===== src/rtl/uart_pkg.sv =====
// -----------------------------------------------------------------------------
// uart_pkg
// Shared definitions for the UART transmitter and, later, a matching receiver.
//   PAR_NONE / PAR_EVEN / PAR_ODD : encodings of the 2-bit parity-mode input
//                                   (2'b11 also means no parity)
//   uart_tx_state_t               : transmitter FSM state encoding
//   UART_DIV_MIN                  : smallest usable bit period in clocks
//   parity_en()                   : 1 when a parity mode inserts a parity bit
// -----------------------------------------------------------------------------
package uart_pkg;

    localparam logic [1:0] PAR_NONE = 2'b00;
    localparam logic [1:0] PAR_EVEN = 2'b01;
    localparam logic [1:0] PAR_ODD  = 2'b10;

    localparam int UART_DIV_MIN = 2;

    typedef enum logic [2:0] {
        IDLE   = 3'd0,
        START  = 3'd1,
        DATA   = 3'd2,
        PARITY = 3'd3,
        STOP1  = 3'd4,
        STOP2  = 3'd5
    } uart_tx_state_t;

    function automatic logic parity_en(input logic [1:0] mode);
        return (mode == PAR_EVEN) || (mode == PAR_ODD);
    endfunction

endpackage


===== src/rtl/uart_tx_fifo.sv =====
// -----------------------------------------------------------------------------
// uart_tx_fifo
// Synchronous show-ahead FIFO. o_data always presents the oldest entry, so a
// consumer can capture it in the same cycle it asserts i_pop.
// Ports:
//   clk, rst          clock, synchronous active-high reset (empties the FIFO)
//   i_push, i_data    write request and data; ignored while full
//   o_full            no free entry
//   i_pop, o_data     read request and head-of-queue data; ignored while empty
//   o_empty           no stored entry
//   o_level           number of stored entries, 0..DEPTH
// -----------------------------------------------------------------------------
module uart_tx_fifo #(
    parameter int WIDTH = 8,
    parameter int DEPTH = 4
) (
    input  logic                     clk,
    input  logic                     rst,
    input  logic                     i_push,
    input  logic [WIDTH-1:0]         i_data,
    output logic                     o_full,
    input  logic                     i_pop,
    output logic [WIDTH-1:0]         o_data,
    output logic                     o_empty,
    output logic [$clog2(DEPTH):0]   o_level
);

    localparam int AW = $clog2(DEPTH);

    logic [WIDTH-1:0] r_mem [DEPTH];
    // One extra pointer bit distinguishes full from empty.
    logic [AW:0]      r_wr_ptr;
    logic [AW:0]      r_rd_ptr;
    logic             w_push_ok;
    logic             w_pop_ok;

    assign o_level   = r_wr_ptr - r_rd_ptr;
    assign o_full    = (o_level == (AW+1)'(DEPTH));
    assign o_empty   = (r_wr_ptr == r_rd_ptr);
    assign o_data    = r_mem[r_rd_ptr[AW-1:0]];
    assign w_push_ok = i_push && !o_full;
    assign w_pop_ok  = i_pop && !o_empty;

    always_ff @(posedge clk) begin
        if (rst) begin
            r_wr_ptr <= '0;
            r_rd_ptr <= '0;
        end else begin
            if (w_push_ok) r_wr_ptr <= r_wr_ptr + (AW+1)'(1);
            if (w_pop_ok)  r_rd_ptr <= r_rd_ptr + (AW+1)'(1);
        end
    end

    always_ff @(posedge clk) begin
        if (w_push_ok) r_mem[r_wr_ptr[AW-1:0]] <= i_data;
    end

endmodule


===== src/rtl/uart_tx_cfg.sv =====
// -----------------------------------------------------------------------------
// uart_tx_cfg
// Buffered UART transmitter with runtime divisor, parity and stop-bit count.
// Frames are sent LSB-first; queued frames follow each other with no idle gap.
// Ports:
//   clk, rst          clock, synchronous active-high reset (aborts frame,
//                     discards queued bytes)
//   data_i, valid_i   byte push; accepted when valid_i && ready_o
//   ready_o           FIFO not full
//   div_i             clocks per bit (0 and 1 behave as 2), latched per frame
//   par_i             00 none, 01 even, 10 odd, 11 none; latched per frame
//   stop2_i           two stop bits when 1; latched per frame
//   level_o           FIFO occupancy
//   busy_o            frame in progress or bytes queued
//   tx_o              serial line, idle high, registered
//
// state  | meaning
// -------+---------------------------------------------------------
// IDLE   | line high, waiting for a queued byte
// START  | start bit (low)
// DATA   | data bits, shift-register bit 0 on the line
// PARITY | parity bit (skipped when parity is off)
// STOP1  | first stop bit (high)
// STOP2  | second stop bit (high), only when two stop bits latched
// -----------------------------------------------------------------------------
module uart_tx_cfg
    import uart_pkg::*;
#(
    parameter int DATA_BITS  = 8,
    parameter int DIV_W      = 16,
    parameter int FIFO_DEPTH = 4
) (
    input  logic                          clk,
    input  logic                          rst,
    input  logic [DATA_BITS-1:0]          data_i,
    input  logic                          valid_i,
    output logic                          ready_o,
    input  logic [DIV_W-1:0]              div_i,
    input  logic [1:0]                    par_i,
    input  logic                          stop2_i,
    output logic [$clog2(FIFO_DEPTH):0]   level_o,
    output logic                          busy_o,
    output logic                          tx_o
);

    localparam int BW = $clog2(DATA_BITS);
    localparam logic [DIV_W-1:0] DIV_ONE = DIV_W'(1);
    localparam logic [DIV_W-1:0] DIV_MIN = DIV_W'(UART_DIV_MIN);
    localparam logic [BW-1:0]    BIT_LAST = BW'(DATA_BITS - 1);

    logic                   w_full;
    logic                   w_empty;
    logic                   w_pop;
    logic                   w_tick;
    logic                   w_frame_end;
    logic                   w_par_bit;
    logic [DIV_W-1:0]       w_div_eff;
    logic [DATA_BITS-1:0]   w_head;

    uart_tx_state_t         r_state;
    logic [DIV_W-1:0]       r_cnt;
    logic [DIV_W-1:0]       r_div;
    logic [DATA_BITS-1:0]   r_shift;
    logic [BW-1:0]          r_bit;
    logic                   r_par_en;
    logic                   r_par_bit;
    logic                   r_stop2;
    logic                   r_tx;

    uart_tx_fifo #(
        .WIDTH (DATA_BITS),
        .DEPTH (FIFO_DEPTH)
    ) u_fifo (
        .clk     (clk),
        .rst     (rst),
        .i_push  (valid_i),
        .i_data  (data_i),
        .o_full  (w_full),
        .i_pop   (w_pop),
        .o_data  (w_head),
        .o_empty (w_empty),
        .o_level (level_o)
    );

    assign w_tick      = (r_cnt == r_div - DIV_ONE);
    assign w_frame_end = w_tick && ((r_state == STOP2) || ((r_state == STOP1) && !r_stop2));
    // Popping on the last stop cycle lets the next start bit follow directly.
    assign w_pop       = !w_empty && ((r_state == IDLE) || w_frame_end);
    assign w_div_eff   = (div_i < DIV_MIN) ? DIV_MIN : div_i;
    assign w_par_bit   = (^w_head) ^ (par_i == PAR_ODD);

    assign ready_o = !w_full;
    assign busy_o  = (r_state != IDLE) || !w_empty;
    assign tx_o    = r_tx;

    // r_tx is loaded with the level of the state being entered, so the line
    // changes on the same edge as the state and never glitches.
    always_ff @(posedge clk) begin
        if (rst) begin
            r_state   <= IDLE;
            r_cnt     <= '0;
            r_div     <= DIV_MIN;
            r_shift   <= '0;
            r_bit     <= '0;
            r_par_en  <= 1'b0;
            r_par_bit <= 1'b0;
            r_stop2   <= 1'b0;
            r_tx      <= 1'b1;
        end else if (w_pop) begin
            r_state   <= START;
            r_cnt     <= '0;
            r_div     <= w_div_eff;
            r_shift   <= w_head;
            r_bit     <= '0;
            r_par_en  <= parity_en(par_i);
            r_par_bit <= w_par_bit;
            r_stop2   <= stop2_i;
            r_tx      <= 1'b0;
        end else if (r_state != IDLE) begin
            if (!w_tick) begin
                r_cnt <= r_cnt + DIV_ONE;
            end else begin
                r_cnt <= '0;
                case (r_state)
                    START: begin
                        r_state <= DATA;
                        r_tx    <= r_shift[0];
                    end
                    DATA: begin
                        if (r_bit == BIT_LAST) begin
                            if (r_par_en) begin
                                r_state <= PARITY;
                                r_tx    <= r_par_bit;
                            end else begin
                                r_state <= STOP1;
                                r_tx    <= 1'b1;
                            end
                        end else begin
                            r_bit   <= r_bit + BW'(1);
                            r_shift <= r_shift >> 1;
                            r_tx    <= r_shift[1];
                        end
                    end
                    PARITY: begin
                        r_state <= STOP1;
                        r_tx    <= 1'b1;
                    end
                    STOP1: begin
                        r_state <= r_stop2 ? STOP2 : IDLE;
                        r_tx    <= 1'b1;
                    end
                    default: begin
                        r_state <= IDLE;
                        r_tx    <= 1'b1;
                    end
                endcase
            end
        end
    end

endmodule


===== config.mk =====
export PLATFORM = sky130hd
export DESIGN_NAME = uart_tx_cfg
export DESIGN_NICKNAME = d
export VERILOG_FILES = /design/src/rtl/uart_pkg.sv /design/src/rtl/uart_tx_fifo.sv /design/src/rtl/uart_tx_cfg.sv
export SDC_FILE = /design/constraint.sdc
export NUM_CORES = 1
export LEC_CHECK = 0
export CORE_MARGIN = 2
export CORE_UTILIZATION = 30
export CTS_CLUSTER_DIAMETER = 30
export CTS_CLUSTER_SIZE = 10
export DETAILED_ROUTE_END_ITERATION = 7
export DONT_BUFFER_PORTS = 1
export PLACE_DENSITY = 0.54
export SLEW_MARGIN = 30
export SYNTH_ARGS = -nofsm -noshare
export SYNTH_HDL_FRONTEND = slang
export SYNTH_HIERARCHICAL = 1
export SYNTH_SLANG_ARGS = --single-unit
export TNS_END_PERCENT = 20

===== constraint.sdc =====
create_clock -name clk -period 3.5 [get_ports clk]
set_input_delay 0.35 -clock clk [delete_from_list [all_inputs] [get_ports clk]]
set_output_delay 0.35 -clock clk [all_outputs]
set_load 0.005 [all_outputs]

==> summary.md, run 1 <==
## Worst setup path
- **critical path, cell by cell** inv_1, ha_1, nor3b_1, nand2_1, nor4_1, a31oi_1, nor4_2, and3_1, a21oi_1, a221o_1
- **required time reported for the critical path endpoint** 3.75 ns
- **CP Capture Type** flop
- **worst endpoint data arrival time** 3.30 ns
- **CP max stage delay** 0.59 ns
- **buffering stage count on the worst path with inverters included** 1
- **CP Class** flop to flop
- **startpoint kind of the worst setup timing path** flop
- **highest-delay cell along the critical path** sky130_fd_sc_hd__nor3b_1
- **Crit Path Max Fanout** 10
- **kind of cell adding the most delay to the critical path** simple AND/OR/NAND/NOR gates

## Clock network
- **clock buffer count from CTS** 9
- **Post-CTS Hold Buffers** 0
- **Post-CTS Setup Repair Bufs** 0
- **clock slew seen by the registers of the worst setup and hold paths** 0.07 ns
- **post-cts gate resize count** 0
- **CTS tree** yes
- **maximum clock path buffer count** 2
- **master cell of the clock root buffer** sky130_fd_sc_hd__clkbuf_16
- **source-to-sink clock delay at the later pin of the worst-skew pair** 0.35 ns
- **# clock sinks** 90
- **H-tree lvl count** 3

## Cells and area
- **Area Overhead vs Synth** 10.1%
- **fraction of final layout cells sized beyond drive strength 1** 11.8%
- **cell area after layout** 4950 um2
- **ANT cells** 0
- **post-layout utilization of the core** 33.9%
- **number of nets in the final layout** 463
- **fill count** 1,439

## Yosys
- **Cells after Synth** 426
- **synthesized net count** 469
- **register bit count reported by yosys** 90
- **largest cells by area after synthesis** sky130_fd_sc_hd__dfxtp_1 (26%), sky130_fd_sc_hd__edfxtp_1 (21%), sky130_fd_sc_hd__xor2_1 (4.9%)
- **primary flip-flop cell chosen by synthesis mapping** sky130_fd_sc_hd__dfxtp_1
- **most frequently used cell type in the post-synthesis netlist** sky130_fd_sc_hd__dfxtp_1
- **number of enable-type register cells in the synthesized netlist** 32
- **count of distinct cell types in the synthesized netlist** 64
- **Yosys warnings** 6
- **mean area per synthesized cell** 10.6 um2
- **fraction of post-synthesis cell area in the top cell type by area** 25.8%
- **top cells by instance count after synthesis** sky130_fd_sc_hd__dfxtp_1 (58), sky130_fd_sc_hd__nor2_1 (48), sky130_fd_sc_hd__edfxtp_1 (32), sky130_fd_sc_hd__nand2_1 (25), sky130_fd_sc_hd__xor2_1 (25)
- **mapped cell area** 4500 um2
- **top cell type by total area after synthesis** sky130_fd_sc_hd__dfxtp_1
- **sequential area share after synthesis** 47.2%
- **Synth async-reset ratio** 0%

## Drt
- **overall routed net length** 9570 um
- **wire per inst** 15.7 um
- **residual antenna-violating net count after detailed routing** 0
- **Initial DRC Count** 212
- **DRC** 0
- **count of TritonRoute iterations in the first routing pass** 7
- **Vias per Instance** 5.04
- **vias after detailed routing** 3,072

## Timing
- **Final Hold Viols** 0
- **Fin Clk Skew** 0.00778 ns
- **remaining max-slew budget at the tightest pin** 54.0%
- **final setup vio count** 0
- **Slew @ Worst Pin** 0.688 ns
- **setup_tns** 0 ns
- **setup repair after global routing missed its margin** false
- **min cycle time layout** 3.05 ns
- **Hold Worst Slack** 0.0595 ns
- **Final period util** 87.1%
- **Fmax achieved** 0.328 GHz
- **Slew Viols, Final** 0

## Global routing
- **via count of the first global-routing pass** 3,187
- **global-route wire length before repair** 15,900 um
- **gr usage total** 12.6%
- **final global-route overflow total** 0
- **pin count of the biggest net entering global routing** 31
- **antenna violations before repair** 0

## Power
- **leakage component of the power** 0.00180 uW
- **worst vdd ir** 363 uV
- **combinational group share of total power** 36.4%
- **post-layout power** 3880 uW
- **clock share of power** 24.7%
- **power share of the sequential group** 38.9%
- **switching part of the total** 37.5%
- **Cell Pwr Density** 783 nW/um2
- **internal portion of total power** 2420 uW
- **power spent charging and discharging nets** 1460 uW

## Place
- **area post-placement** 4660 um2
- **last weighted congestion value of the routability-driven placer** 0.756
- **detailed-placement wirelength estimate** 6920 um
- **count of buffers inserted at the top-level ports** 0

## Die
- **area of the die** 16,000 um2
- **IO Count** 36
- **core area** 14,600 um2
- **initial core utilization** 30.8%
- **vertical die dimension** 126 um
- **floorplan die width** 126 um
- **number of core rows** 44

## Status
- **run status** complete, no violations

## Min path
- **worst min path class** input port to flop

## Run
- **number of max-cap violations** 0

## routing by layer
layer / vias to the layer above / global-route usage, % / share of wire (%)
li1: 1516 / - / -
met1: 1473 / 14.2 / 43
met2: 63 / 21.5 / 49
met3: 20 / 4.64 / 5.6
met4: 0 / 5.49 / 2.4
met5: - / 0 / 0
## cell usage in the layout, fill, tap and decap left out, types with 6 or more instances in the layout
cell	synthesis	final
sky130_fd_sc_hd__a21oi_1	11	11
sky130_fd_sc_hd__nand4_1	10	10
sky130_fd_sc_hd__mux4_2	8	8
sky130_fd_sc_hd__xnor2_1	22	22
sky130_fd_sc_hd__nor4_1	6	6
sky130_fd_sc_hd__edfxtp_1	32	32
sky130_fd_sc_hd__nand3_1	18	18
sky130_fd_sc_hd__and3_1	11	11
sky130_fd_sc_hd__o21ai_0	8	8
sky130_fd_sc_hd__dfxtp_1	58	58
sky130_fd_sc_hd__nor3_1	6	6
sky130_fd_sc_hd__mux2i_1	15	15
sky130_fd_sc_hd__clkbuf_16	0	9
sky130_fd_sc_hd__ha_1	12	12
sky130_fd_sc_hd__nand2_1	25	25
sky130_fd_sc_hd__nor2_1	48	48
sky130_fd_sc_hd__xor2_1	25	25
sky130_fd_sc_hd__inv_1	17	17
sky130_fd_sc_hd__a31o_2	6	6
## cell type report
type                            instances  area [um2]  area share [%]
Clock inverter                          7        67.6            1.36
Multi-Input combinational cell        297        2210            44.6
Inverter                               18        67.6            1.36
Timing Repair Buffer                    4        30.0           0.607
Sequential cell                        90        2120            42.9
Tap cell                              184         230            4.65
Clock buffer                            9         225            4.55
## power groups by stage
stage	Sequential, uW	Clock [uW]	Combinational, uW
detailed placement	1530	0	1420
finish	1510	958	1410
global route	1540	1020	1590
global placement	1520	0	1400
floorplan	1430	0	1200
CTS	1510	979	1430
## cells by family after synthesis
logic type	synth area share (%)
AO/OA/AOI/OAI	9.05
XOR/XNOR	10.2
adder cells (fa/ha/maj)	3.79
buffers and inverters	3.81
flip-flops	47.2
multiplexers	7.35
AND/OR/NAND/NOR	18.6
## registers in the layout, summed over array words and instances, names as in the netlist, named ones only
name             flops
r_par_bit            1
u_fifo/r_rd_ptr      3
r_div               16
u_fifo/r_mem        32
u_fifo/r_wr_ptr      3
r_cnt               16
r_par_en             1
r_shift              8
r_state              3
r_stop2              1
tx_o                 1
r_bit                3
## path summary, 6_finish.rpt
| check | start | to | slack (ns) | cells past startpoint |
|---|---|---|---|---|
| min | rst | r_shift[7] | 0.06 | 1 |
| max reg2reg | r_div[0] | tx_o | 0.45 | 10 |
| min reg2reg | r_shift[7] | r_shift[7] | 0.48 | 2 |
| max | r_div[0] | tx_o | 0.45 | 10 |
## metrics by stage
stage          cells  setup WS [ns]
2_1_floorplan    426          0.759
4_1_cts          609          0.477
5_1_grt          609          0.103
6_report         609          0.451
3_5_place_dp     593          0.480
3_3_place_gp     593          0.584
## worst register-to-register path: stages (launching register included)
cell and delay, ns:
sky130_fd_sc_hd__dfxtp_1 0.35, sky130_fd_sc_hd__inv_1 0.07, sky130_fd_sc_hd__ha_1 0.17, sky130_fd_sc_hd__nor3b_1 0.59, sky130_fd_sc_hd__nand2_1 0.13, sky130_fd_sc_hd__nor4_1 0.26, sky130_fd_sc_hd__a31oi_1 0.10, sky130_fd_sc_hd__nor4_2 0.41
sky130_fd_sc_hd__and3_1 0.42, sky130_fd_sc_hd__a21oi_1 0.12, sky130_fd_sc_hd__a221o_1 0.34
Note: power is estimated with default switching activity, not from simulation.
==> inputs of run 2 (changes only) <==
PLACE_DENSITY = 0.55   (was 0.54)
clock period = 2.8 ns   (was 3.5 ns; I/O delays follow)
==> summary.md, run 2 (synthesis gave the netlist of run 1 again) <==
## Status
- **run status** complete, no violations

## Worst setup path
- **kind of cell adding the most delay to the critical path** simple AND/OR/NAND/NOR gates
- **Crit Path Max Fanout** 13, +3
- **CP Capture Type** flop
- **CP Class** flop to flop
- **CP max stage delay** 0.61 ns, +0.02 ns
- **startpoint of the worst register-to-register path** r_div[4]
- **startpoint kind of the worst setup timing path** flop
- **required time reported for the critical path endpoint** 3.03 ns, -0.72 ns
- **Critical Path Start** r_div[4]
- **highest-delay cell along the critical path** sky130_fd_sc_hd__or4_4
- **worst endpoint data arrival time** 2.92 ns, -0.38 ns
- **buffering stage count on the worst path with inverters included** 2, +1
- **critical path, cell by cell** or4_4, nor4_4, mux2i_1, nand3b_1, nand3_2, a31oi_4, inv_2, buf_8, and3_1, a31o_2

## Drt
- **residual antenna-violating net count after detailed routing** 0, unchanged
- **top routing layer used** met4
- **met2 WL** 4740 um, +1.8%
- **Vias per Instance** 4.98, -1.2%
- **Initial DRC Count** 156, -26%
- **total met3 wirelength after detailed routing** 384 um, -29%
- **WL met1** 4280 um, +3.4%
- **overall routed net length** 9510 um, -0.61%
- **wire per inst** 15.1 um, -4.1%
- **count of TritonRoute iterations in the first routing pass** 4, -3
- **vias after detailed routing** 3,144, +2.3%
- **DRC** 0, unchanged

## Clock network
- **# clock sinks** 90, unchanged
- **master cell of the clock root buffer** sky130_fd_sc_hd__clkbuf_16
- **CTS tree** yes
- **H-tree lvl count** 3, unchanged
- **source-to-sink clock delay at the later pin of the worst-skew pair** 0.34 ns, about the same
- **maximum clock path buffer count** 2, unchanged
- **clock buffer count from CTS** 9, unchanged
- **clock slew seen by the registers of the worst setup and hold paths** 0.06 ns, about the same
- **Post-CTS Hold Buffers** 3, +3

## Min path
- **worst min path class** input port to flop
- **hold path start** rst

## Die
- **initial core utilization** 30.8%, unchanged
- **vertical die dimension** 126 um, unchanged
- **number of core rows** 44, unchanged
- **area of the die** 16,000 um2, unchanged
- **core area** 14,600 um2, unchanged
- **IO Count** 36, unchanged
- **floorplan die width** 126 um, unchanged

## Timing
- **Final period util** 95.9%, +8.8 points
- **Slew Viols, Final** 0, unchanged
- **Hold Worst Slack** 0.00883 ns, -0.0507 ns
- **Slew @ Worst Pin** 0.667 ns, -0.0210 ns
- **setup repair after global routing missed its margin** true
- **remaining max-slew budget at the tightest pin** 55.5%, +1.4 points
- **final setup vio count** 0, unchanged
- **Fmax achieved** 0.372 GHz, +14%
- **Fin Clk Skew** 0.00703 ns, -0.000746 ns
- **min cycle time layout** 2.69 ns, -0.363 ns
- **Final Hold Viols** 0, unchanged

## Global routing
- **via count of the first global-routing pass** 3,164, -0.72%
- **final global-route overflow total** 0, unchanged
- **pin count of the biggest net entering global routing** 31, unchanged
- **gr usage total** 12.6%, -0.031 points
- **global-route wire length before repair** 16,000 um, +0.52%
- **antenna violations before repair** 0, unchanged

## Power
- **leakage component of the power** 0.00193 uW, +7.5%
- **worst vdd ir** 460 uV, +27%
- **post-layout power** 5140 uW, +32%
- **Cell Pwr Density** 984 nW/um2, +26%

## Cells and area
- **ANT cells** 0, unchanged
- **fill count** 1,426, -0.90%
- **flip-flop count of the largest register after layout** 32, unchanged
- **most common cell after layout, fill and taps aside** sky130_fd_sc_hd__dfxtp_1
- **area occupied by registers** 2120 um2, +0.12%
- **most used cells in the layout excluding fill and tap cells** sky130_fd_sc_hd__dfxtp_1 (56), sky130_fd_sc_hd__nor2_1 (48), sky130_fd_sc_hd__edfxtp_1 (32)
- **number of nets in the final layout** 485, +4.8%
- **fraction of final layout cells sized beyond drive strength 1** 17.9%, +6.1 points
- **Multi-input gate area** 2280 um2, +3.1%
- **Area Overhead vs Synth** 16.1%

## Run
- **number of max-cap violations** 0, unchanged

## Place
- **last weighted congestion value of the routability-driven placer** 0.786, +4.0%
- **detailed-placement wirelength estimate** 6980 um, +0.89%
- **count of buffers inserted at the top-level ports** 0, unchanged

[run 2: power by group]
group          internal (uW)  leakage, uW  switching (uW)
combinational            972      0.00102            1080
clock                    703     0.000148             533
sequential              1610     0.000766             232
total                   3290      0.00193            1850
[run 2: cell type report]
cell class,instances,area share [%]
Clock buffer,10,4.39
Timing Repair Buffer,26,4.19
Clock inverter,6,1.41
Tap cell,184,4.41
Sequential cell,90,40.7
Inverter,18,1.29
Multi-Input combinational cell,297,43.6
[run 2: stage by stage]
step                std cells  TNS (ns)  util [%]  cell area, um2  setup slack, ns
CTS                       626         0      35.1            5110          0.00114
floorplan                 426         0         -            4500           0.0593
finish                    631         0      35.8            5220            0.114
global placement          606         0      32.6            4760          0.00248
detailed placement        606    -0.148      32.6            4760          -0.0419
global route              631   -0.0808      35.8            5220          -0.0221
[run 2: worst paths after layout]
check / slack, ns / end / cells after the start
worst max register to register: 0.11 / r_div[0] / 10
worst min register to register: 0.47 / r_shift[7] / 2
worst max-delay path: 0.11 / r_div[0] / 10
worst min-delay path: 0.009 / flop / 1
[run 2: routing by layer]
layer	track usage, %	vias up
met1	15.5	1523
met4	4.65	0
met3	3.37	7
met5	0	-
met2	21.2	50
li1	-	1564
[run 2: what timing repair did]
item / CTS / global route
gates resized for setup: 3 / 20
hold endpoints to repair: 19 / 7
buffers inserted: 1 / 4
gates cloned: 0 / 1
setup endpoints to repair: 21 / 36
pin swaps: 2 / 11
